**config.mk**
```make
export PLATFORM = sky130hd
export DESIGN_NAME = bus_decoder_flat
export DESIGN_NICKNAME = d
export VERILOG_FILES = /design/src/rtl/bus_decoder_if.sv /design/src/rtl/bus_decoder.sv /design/src/flat_wrapper.sv
export SDC_FILE = /design/constraint.sdc
export NUM_CORES = 1
export LEC_CHECK = 0
export BUFFER_PORTS_ARGS = -buffer_cell sky130_fd_sc_hd__buf_4
export CAP_MARGIN = 20
export CORE_UTILIZATION = 30
export DETAILED_ROUTE_END_ITERATION = 10
export PLACE_DENSITY_LB_ADDON = 0.05
export SLEW_MARGIN = 20
export SYNTH_ARGS = -nofsm -noshare
export SYNTH_HDL_FRONTEND = slang
export SYNTH_SLANG_ARGS = --single-unit
```
**constraint.sdc**
```tcl
create_clock -name clk -period 1.75 [get_ports clk]
set_input_delay 0.35 -clock clk [delete_from_list [all_inputs] [get_ports clk]]
set_output_delay 0.35 -clock clk [all_outputs]
set_load 0.005 [all_outputs]
```
**src/rtl/bus_decoder_if.sv**
```systemverilog
// CPU-side valid/ready port and shared slave-side request/response bundle for bus_decoder.
interface bus_decoder_if #(
    parameter int unsigned N_SLAVES = 2
) ();
    logic                     m_valid;
    logic [31:0]              m_addr;
    logic [31:0]              m_wdata;
    logic [3:0]               m_wstrb;
    logic                     m_ready;
    logic [31:0]              m_rdata;
    logic                     m_err;

    logic [N_SLAVES-1:0]      s_valid;
    logic [31:0]              s_addr;
    logic [31:0]              s_wdata;
    logic [3:0]               s_wstrb;
    logic [N_SLAVES-1:0]      s_ready;
    logic [32*N_SLAVES-1:0]   s_rdata;

    // Environment view: drives CPU requests and slave responses.
    modport master (
        output m_valid, m_addr, m_wdata, m_wstrb,
        input  m_ready, m_rdata, m_err,
        input  s_valid, s_addr, s_wdata, s_wstrb,
        output s_ready, s_rdata
    );

    // Decoder view.
    modport slave (
        input  m_valid, m_addr, m_wdata, m_wstrb,
        output m_ready, m_rdata, m_err,
        output s_valid, s_addr, s_wdata, s_wstrb,
        input  s_ready, s_rdata
    );
endinterface

```
**src/rtl/bus_decoder.sv**
```systemverilog
// Single-master address decoder and response router: decodes top address bits to one
// slave, waits for its completion (or a timeout) and returns a registered response.
module bus_decoder #(
    parameter int unsigned                      N_SLAVES    = 2,
    parameter int unsigned                      REGION_BITS = 4,
    parameter logic [N_SLAVES*REGION_BITS-1:0]  REGION_IDS  = 8'h40,
    parameter int unsigned                      TIMEOUT     = 255,
    parameter logic [31:0]                      ERR_DATA    = 32'hDEADBEEF
) (
    input  logic         clk,
    input  logic         resetn,
    bus_decoder_if.slave bus,
    output logic [31:0]  err_addr,
    output logic [7:0]   err_count
);

    localparam int unsigned CNT_W = (TIMEOUT > 1) ? $clog2(TIMEOUT) : 1;
    localparam logic [CNT_W-1:0] TO_LAST = CNT_W'((TIMEOUT == 0) ? 0 : TIMEOUT - 1);

    typedef enum logic [1:0] {
        IDLE,
        ACCESS,
        RESP
    } state_t;

    state_t              state_q, state_d;
    logic [N_SLAVES-1:0] s_valid_q, s_valid_d;
    logic [31:0]         s_addr_q, s_addr_d;
    logic [31:0]         s_wdata_q, s_wdata_d;
    logic [3:0]          s_wstrb_q, s_wstrb_d;
    logic                m_ready_q, m_ready_d;
    logic                m_err_q, m_err_d;
    logic [31:0]         m_rdata_q, m_rdata_d;
    logic [31:0]         err_addr_q, err_addr_d;
    logic [7:0]          err_count_q, err_count_d;
    logic [CNT_W-1:0]    cnt_q, cnt_d;

    logic                hit;
    logic [N_SLAVES-1:0] hit_vec;
    logic [31:0]         rdata_sel;
    logic                grant;
    logic [7:0]          err_count_inc;

    always_ff @(posedge clk) begin
        if (!resetn) begin
            state_q     <= IDLE;
            s_valid_q   <= '0;
            s_addr_q    <= '0;
            s_wdata_q   <= '0;
            s_wstrb_q   <= '0;
            m_ready_q   <= 1'b0;
            m_err_q     <= 1'b0;
            m_rdata_q   <= '0;
            err_addr_q  <= '0;
            err_count_q <= '0;
            cnt_q       <= '0;
        end else begin
            state_q     <= state_d;
            s_valid_q   <= s_valid_d;
            s_addr_q    <= s_addr_d;
            s_wdata_q   <= s_wdata_d;
            s_wstrb_q   <= s_wstrb_d;
            m_ready_q   <= m_ready_d;
            m_err_q     <= m_err_d;
            m_rdata_q   <= m_rdata_d;
            err_addr_q  <= err_addr_d;
            err_count_q <= err_count_d;
            cnt_q       <= cnt_d;
        end
    end

    always_comb begin
        state_d       = state_q;
        s_valid_d     = s_valid_q;
        s_addr_d      = s_addr_q;
        s_wdata_d     = s_wdata_q;
        s_wstrb_d     = s_wstrb_q;
        m_ready_d     = 1'b0;
        m_err_d       = m_err_q;
        m_rdata_d     = m_rdata_q;
        err_addr_d    = err_addr_q;
        err_count_d   = err_count_q;
        cnt_d         = cnt_q;
        hit           = 1'b0;
        hit_vec       = '0;
        rdata_sel     = '0;
        err_count_inc = (err_count_q == 8'hFF) ? err_count_q : err_count_q + 8'd1;

        // First match wins, so overlapping region IDs resolve to the lowest index.
        for (int unsigned i = 0; i < N_SLAVES; i++) begin
            if (!hit && bus.m_addr[31 -: REGION_BITS] == REGION_IDS[i*REGION_BITS +: REGION_BITS]) begin
                hit        = 1'b1;
                hit_vec[i] = 1'b1;
            end
        end

        // s_valid_q is one-hot, so it doubles as the latched slave index.
        for (int unsigned i = 0; i < N_SLAVES; i++) begin
            if (s_valid_q[i]) begin
                rdata_sel = bus.s_rdata[32*i +: 32];
            end
        end
        grant = |(s_valid_q & bus.s_ready);

        case (state_q)
            IDLE: begin
                if (bus.m_valid) begin
                    s_addr_d  = bus.m_addr;
                    s_wdata_d = bus.m_wdata;
                    s_wstrb_d = bus.m_wstrb;
                    if (hit) begin
                        s_valid_d = hit_vec;
                        cnt_d     = '0;
                        state_d   = ACCESS;
                    end else begin
                        m_ready_d   = 1'b1;
                        m_err_d     = 1'b1;
                        m_rdata_d   = ERR_DATA;
                        err_addr_d  = bus.m_addr;
                        err_count_d = err_count_inc;
                        state_d     = RESP;
                    end
                end
            end
            ACCESS: begin
                cnt_d = cnt_q + 1'b1;
                if (grant) begin
                    s_valid_d = '0;
                    m_ready_d = 1'b1;
                    m_err_d   = 1'b0;
                    m_rdata_d = rdata_sel;
                    state_d   = RESP;
                end else if (TIMEOUT != 0 && cnt_q == TO_LAST) begin
                    s_valid_d   = '0;
                    m_ready_d   = 1'b1;
                    m_err_d     = 1'b1;
                    m_rdata_d   = ERR_DATA;
                    err_addr_d  = s_addr_q;
                    err_count_d = err_count_inc;
                    state_d     = RESP;
                end
            end
            RESP: begin
                state_d = IDLE;
            end
            default: begin
                state_d   = IDLE;
                s_valid_d = '0;
            end
        endcase
    end

    assign bus.s_valid = s_valid_q;
    assign bus.s_addr  = s_addr_q;
    assign bus.s_wdata = s_wdata_q;
    assign bus.s_wstrb = s_wstrb_q;
    assign bus.m_ready = m_ready_q;
    assign bus.m_err   = m_err_q;
    assign bus.m_rdata = m_rdata_q;
    assign err_addr    = err_addr_q;
    assign err_count   = err_count_q;

endmodule
```
**src/flat_wrapper.sv**
```systemverilog
// flat-port wrapper written by rule: the top's interface ports become plain ports
module bus_decoder_flat 
#(
    parameter int unsigned                      N_SLAVES    = 2,
    parameter int unsigned                      REGION_BITS = 4,
    parameter logic [N_SLAVES*REGION_BITS-1:0]  REGION_IDS  = 8'h40,
    parameter int unsigned                      TIMEOUT     = 255,
    parameter logic [31:0]                      ERR_DATA    = 32'hDEADBEEF
)
  (clk, resetn, err_addr, err_count, bus_m_valid, bus_m_addr, bus_m_wdata, bus_m_wstrb, bus_m_ready, bus_m_rdata, bus_m_err, bus_s_valid, bus_s_addr, bus_s_wdata, bus_s_wstrb, bus_s_ready, bus_s_rdata);
  bus_decoder_if #(.N_SLAVES(N_SLAVES)) bus_i ();
  input  logic clk;
  input  logic resetn;
  output logic [31:0] err_addr;
  output logic [7:0] err_count;
  input wire logic [$bits(bus_i.m_valid)-1:0] bus_m_valid;
  input wire logic [$bits(bus_i.m_addr)-1:0] bus_m_addr;
  input wire logic [$bits(bus_i.m_wdata)-1:0] bus_m_wdata;
  input wire logic [$bits(bus_i.m_wstrb)-1:0] bus_m_wstrb;
  output wire logic [$bits(bus_i.m_ready)-1:0] bus_m_ready;
  output wire logic [$bits(bus_i.m_rdata)-1:0] bus_m_rdata;
  output wire logic [$bits(bus_i.m_err)-1:0] bus_m_err;
  output wire logic [$bits(bus_i.s_valid)-1:0] bus_s_valid;
  output wire logic [$bits(bus_i.s_addr)-1:0] bus_s_addr;
  output wire logic [$bits(bus_i.s_wdata)-1:0] bus_s_wdata;
  output wire logic [$bits(bus_i.s_wstrb)-1:0] bus_s_wstrb;
  input wire logic [$bits(bus_i.s_ready)-1:0] bus_s_ready;
  input wire logic [$bits(bus_i.s_rdata)-1:0] bus_s_rdata;
  assign bus_i.m_valid = bus_m_valid;
  assign bus_i.m_addr = bus_m_addr;
  assign bus_i.m_wdata = bus_m_wdata;
  assign bus_i.m_wstrb = bus_m_wstrb;
  assign bus_m_ready = bus_i.m_ready;
  assign bus_m_rdata = bus_i.m_rdata;
  assign bus_m_err = bus_i.m_err;
  assign bus_s_valid = bus_i.s_valid;
  assign bus_s_addr = bus_i.s_addr;
  assign bus_s_wdata = bus_i.s_wdata;
  assign bus_s_wstrb = bus_i.s_wstrb;
  assign bus_i.s_ready = bus_s_ready;
  assign bus_i.s_rdata = bus_s_rdata;
  bus_decoder #(.N_SLAVES(N_SLAVES), .REGION_BITS(REGION_BITS), .REGION_IDS(REGION_IDS), .TIMEOUT(TIMEOUT), .ERR_DATA(ERR_DATA)) u_core (.clk(clk), .resetn(resetn), .bus(bus_i), .err_addr(err_addr), .err_count(err_count));
endmodule
```
== Word-level counts from Yosys, hierarchy flattened ==
Cells that the tools add are included.

* Register bits: 154
* Output and inout port bits: 144

* Reductions and logical operators: 12
* Eq/ne operators: 11
* $add $sub $neg: 2
* Bitwise logic cells: 2
* Mux-type cells: 44

{| class="wikitable"
|+ Operators with widths
! cell !! count
|-
| $mux 32 || 10
|-
| $pmux 32 s2 || 2
|-
| $mux 8 || 7
|-
| $pmux 8 s2 || 2
|-
| $add 8x1->8 const B || 2
|-
| $eq 8x8->1 const B || 2
|-
| $mux 2 || 8
|-
| $mux 1 || 11
|-
| $reduce_and 4->1 || 2
|-
| $ne 2x2->1 const B || 3
|-
| $pmux 2 s3 || 1
|-
| $reduce_and 5->1 || 1
|-
| $eq 4x3->1 const B || 1
|-
| $logic_not 4->1 || 1
|-
| $ne 2x1->1 const B || 2
|-
| $pmux 1 s2 || 2
|-
| $pmux 2 s2 || 1
|-
| $reduce_and 2->1 || 2
|-
| $ne 3x1->1 const B || 1
|-
| $reduce_and 3->1 || 1
|-
| $and 2x2->2 || 1
|-
| $eq 2x1->1 const B || 1
|-
| $eq 2x2->1 const B || 1
|-
| $logic_not 2->1 || 1
|-
| other kinds (5) || 5
|}

== Longest topological paths before layout ==
* Depth after elaboration: 8
* Gate-level depth with buffers: 8
* Gate-level depth less buffers: 6

== Worst setup path before layout ==
Ideal clock, no wire load.

* Path type: reg-to-reg
* From: register u_core.cnt_q[0]
* To: register u_core.m_rdata_q[10], in the netlist u_core.bus.m_rdata[10]
* Data required time: 1634 ps
* Setup slack: 48 ps
* Stages on the path, launching flop included: 8
* Data arrival time: 1586 ps
* Period minus slack after synthesis: 1702 ps
* Library setup time: 116 ps
* Path through: dfxtp_1 inv_1 ha_1 and3_2 a211oi_4 nor2_2 buf_2 o211a_1

* Longest elaborated chain between the ends: 3

{| class="wikitable"
|+ RTL lines
! element !! RTL line !! source
|-
| from (decl) || bus_decoder.sv:36 || <nowiki>logic [CNT_W-1:0] cnt_q, cnt_d;</nowiki>
|-
| from (signal assigned) || bus_decoder.sv:68 || <nowiki>cnt_q <= cnt_d;</nowiki>
|-
| $eq 8x8->1 || bus_decoder.sv:133 || <nowiki>end else if (TIMEOUT != 0 && cnt_q == TO_LAST) begin</nowiki>
|-
| $ne 3x1->1 (no line) || n/a ||
|-
| $reduce_and 4->1 (no line) || n/a ||
|-
| to (signal assigned) || bus_decoder.sv:65 || <nowiki>m_rdata_q <= m_rdata_d;</nowiki>
|-
| to (decl) || bus_decoder.sv:33 || <nowiki>logic [31:0] m_rdata_q, m_rdata_d;</nowiki>
|}

No other way between the ends.
A chain may end at the register's enable or synchronous reset.

== Final worst setup path ==
* From: register u_core.cnt_q[0]
* To: register u_core.err_addr_q[19], in the netlist u_core.err_addr[19]

* Longest elaborated chain between the ends: 3

{| class="wikitable"
|+ RTL lines
! element !! RTL line !! source
|-
| $eq 8x8->1 || bus_decoder.sv:133 ||
|-
| $ne 2x1->1 (no line) || n/a ||
|-
| $reduce_and 5->1 (no line) || n/a ||
|-
| to (signal assigned) || bus_decoder.sv:66 || <nowiki>err_addr_q <= err_addr_d;</nowiki>
|-
| to (decl) || bus_decoder.sv:34 || <nowiki>logic [31:0] err_addr_q, err_addr_d;</nowiki>
|}

No other way between the ends.

==> impl_metrics.py <==
metrics = {
    "critical_path": {
        "worst_setup_path_start_kind": "register",
        "critical_path_class": "reg -> reg",
        "r2r_cells": 8,
        "arrival_ns": 2.08,
        "r2r_start": "u_core.cnt_q[0]",
        "cp-end-kind": "register",
        "worstPathRequired_ns": 2.08,
        "cp_max_fo": 8,
        "critical_path.startpoint": "u_core.cnt_q[0]",
    },
    "cells_and_area": {
        "final_util_pct": 46.9,
        "syn_to_final_growth_pct": 51.6,
        "drive_gt1_share_pct": 41.1,
        "layout_common_cells": "buf_4 (317), nand2_1 (222), dfxtp_1 (152)",
        "final_common_cell": "buf_4",
        "antenna_cells": 0,
        "fillers": 2132,
        "fin_nets": 1172,
        "fin_cells": 1320,
    },
    "cts": {
        "cts_sinks": 154,
        "worst_skew_pair.late_latency_ns": 0.43,
        "cts_root_buffer": "clkbuf_16",
        "cts_tree": "done",
        "numCtsBuffers": 17,
        "htreeDepth": 4,
        "clk_path_buf_depth": 2,
        "clk_pin_slew_worst_paths_ns": 0.07,
    },
    "hold_path": {
        "worstHoldStart": "bus_m_wdata[2]",
        "min_path_type": "in -> reg",
        "holdPathStages": 3,
    },
    "routing": {
        "route.detailed.drc": 0,
        "viasPerCell": 4.85,
        "postRouteWirelength_um": 21500,
        "vias": 6404,
        "first_iter_violations": 314,
        "ant_nets": 0,
        "first_pass_iters": 6,
        "drt-wirelength-per-cell_um": 16.3,
    },
    "placement": {
        "port_buffers": 280,
        "dp.cells": 1284,
        "place_congestion": 0.746,
        "dp_slack_ns": -0.209,
        "dpl.hpwl_um": 14500,
    },
    "floorplanning": {
        "rows": 53,
        "die_h_um": 150,
        "start_util_pct": 30.9,
        "die_area_um2": 22500,
        "coreArea_um2": 21200,
        "die-width_um": 150,
        "io_pins": 281,
    },
    "synth": {
        "synth-main-ff-cell": "dfxtp_1",
        "ys_seq_elements": 154,
        "yosysTopAreaCell": "dfxtp_1",
        "syn_area_per_cell_um2": 8.81,
        "synth-edff-count": 0,
        "synthCells": 745,
        "yosys.cell_types.count": 51,
        "synth_area_leaders": "dfxtp_1 (47%), nand2_1 (13%), a21oi_1 (9.1%)",
        "synth_top_cell_area_share_pct": 47.0,
        "synth_seq_area_share_pct": 47.0,
        "ys_warn_count": 0,
        "synth.net_count": 885,
        "syn_area_um2": 6560,
        "async_flop_share_pct": 0,
    },
    "grt": {
        "grt_pass1_vias": 6267,
        "antenna_found_initial": 0,
        "grt_max_degree": 49,
        "track_usage_pct": 18.9,
        "overflow": 0,
        "grt_first_pass_wirelength_um": 33400,
    },
    "status": {
        "status": "finished clean",
    },
    "pwr": {
        "pwr_density_cell_nw_per_um2": 928,
        "power_leakage_nw": 4.45,
        "peakVddDrop_mv": 0.604,
        "p_total_mw": 9.23,
    },
    "sta": {
        "fin_setup_tns_ns": 0,
        "worstMarginPinSlew_ns": 0.600,
        "period_minus_slack_ns": 1.75,
        "relSlewSlack_pct": 59.9,
        "fmax_ghz": 0.572,
        "fin_crit_sh_pct": 99.9,
        "hold_violations": 0,
        "fin_skew_ns": 0.0163,
        "setup_viol": 0,
        "rsz0062_at_grt": "true",
        "slew_violations": 0,
        "setup_ws_ns": 0.00233,
    },
    "job": {
        "max_cap_violations": 0,
    },
}
==> per-stage QoR <==
step / cell area, µm² / hold slack [ns]
2_1_floorplan: 6560 / 0.453
3_3_place_gp: 9170 / 0.443
3_5_place_dp: 9170 / 0.447
4_1_cts: 9810 / 0.147
5_1_grt: 9950 / 0.149
6_report: 9950 / 0.170
==> registers in the layout, indices dropped and copies added (netlist names) <==
name                flops
u_core.bus.m_err        1
u_core.bus.m_rdata     32
u_core.bus.m_ready      1
u_core.bus.s_addr      32
u_core.bus.s_valid      2
u_core.bus.s_wdata     32
u_core.bus.s_wstrb      4
u_core.cnt_q            8
u_core.err_addr        32
u_core.err_count        8
u_core.state_q          2
==> final cells by class <==
| cell class | count | area, µm² | area share (%) |
|---|---|---|---|
| clock inverter | 15 | 158 | 1.58 |
| multi-input combinational | 520 | 3200 | 32.2 |
| tap | 275 | 344 | 3.46 |
| sequential | 154 | 3090 | 31.0 |
| inverter | 5 | 21.3 | 0.214 |
| clock buffer | 17 | 425 | 4.28 |
| timing repair buffer | 334 | 2710 | 27.2 |
==> cell usage after synthesis, drive strengths merged, types with 3 or more instances <==
library cell	n
a211oi	3
a21oi	119
a221o	24
a22o	9
a311oi	35
a31oi	3
and3	4
buf	33
clkbuf	32
dfxtp	154
ha	3
inv	5
mux2i	4
nand2	224
nand2b	5
nand3	5
nor2	13
nor2b	3
nor3	4
nor4	4
o211a	25
o21ai	14
or4	3
==> repair_timing <==
item                                    CTS  global route
endpoints found under the setup margin   57            44
gates resized for setup                   9            17
pin swaps                                 1             4
setup buffers                             1             1
hold buffers                              0             0
cloned                                    0             3
==> critical path, cell delays in order, from the launching register on <==
cell,delay [ns]
dfxtp_2,0.33
inv_2,0.04
ha_4,0.14
and3_4,0.19
buf_6,0.12
a31oi_4,0.28
nor2_4,0.14
clkbuf_16,0.20
a311oi_2,0.22
==> kinds of logic after synthesis <==
logic type	synth area share [%]
AO/OA/AOI/OAI	28.9
adder cells (fa/ha/maj)	0.572
buffers and inverters	5.68
flip-flops	47.0
multiplexers	0.610
AND/OR/NAND/NOR	17.3
==> worst paths after layout <==
path,to,slack (ns)
worst min-delay path,u_core.bus.s_wdata[2],0.17
worst max register to register,u_core.err_addr[19],0.002
worst max-delay path,u_core.err_addr[19],0.002
worst min register to register,u_core.bus.s_wstrb[3],0.45
==> per-layer routing <==
layer	global-route usage [%]	vias up	wire [µm]
met5	0	-	0
met4	3.89	0	130
met3	6.98	11	1650
met2	30.2	208	10000
met1	24.3	2964	9710
li1	-	3221	-
==> power by group <==
part           leakage [nW]  total, mW  switching, mW  internal (mW)
Sequential             1.27       3.93          0.160           3.77
Clock                 0.290       3.66           1.64           2.02
Combinational          2.89       1.63          0.756          0.878
Total                  4.45       9.23           2.56           6.67
No activity file was read; power rests on OpenSTA's default activity.
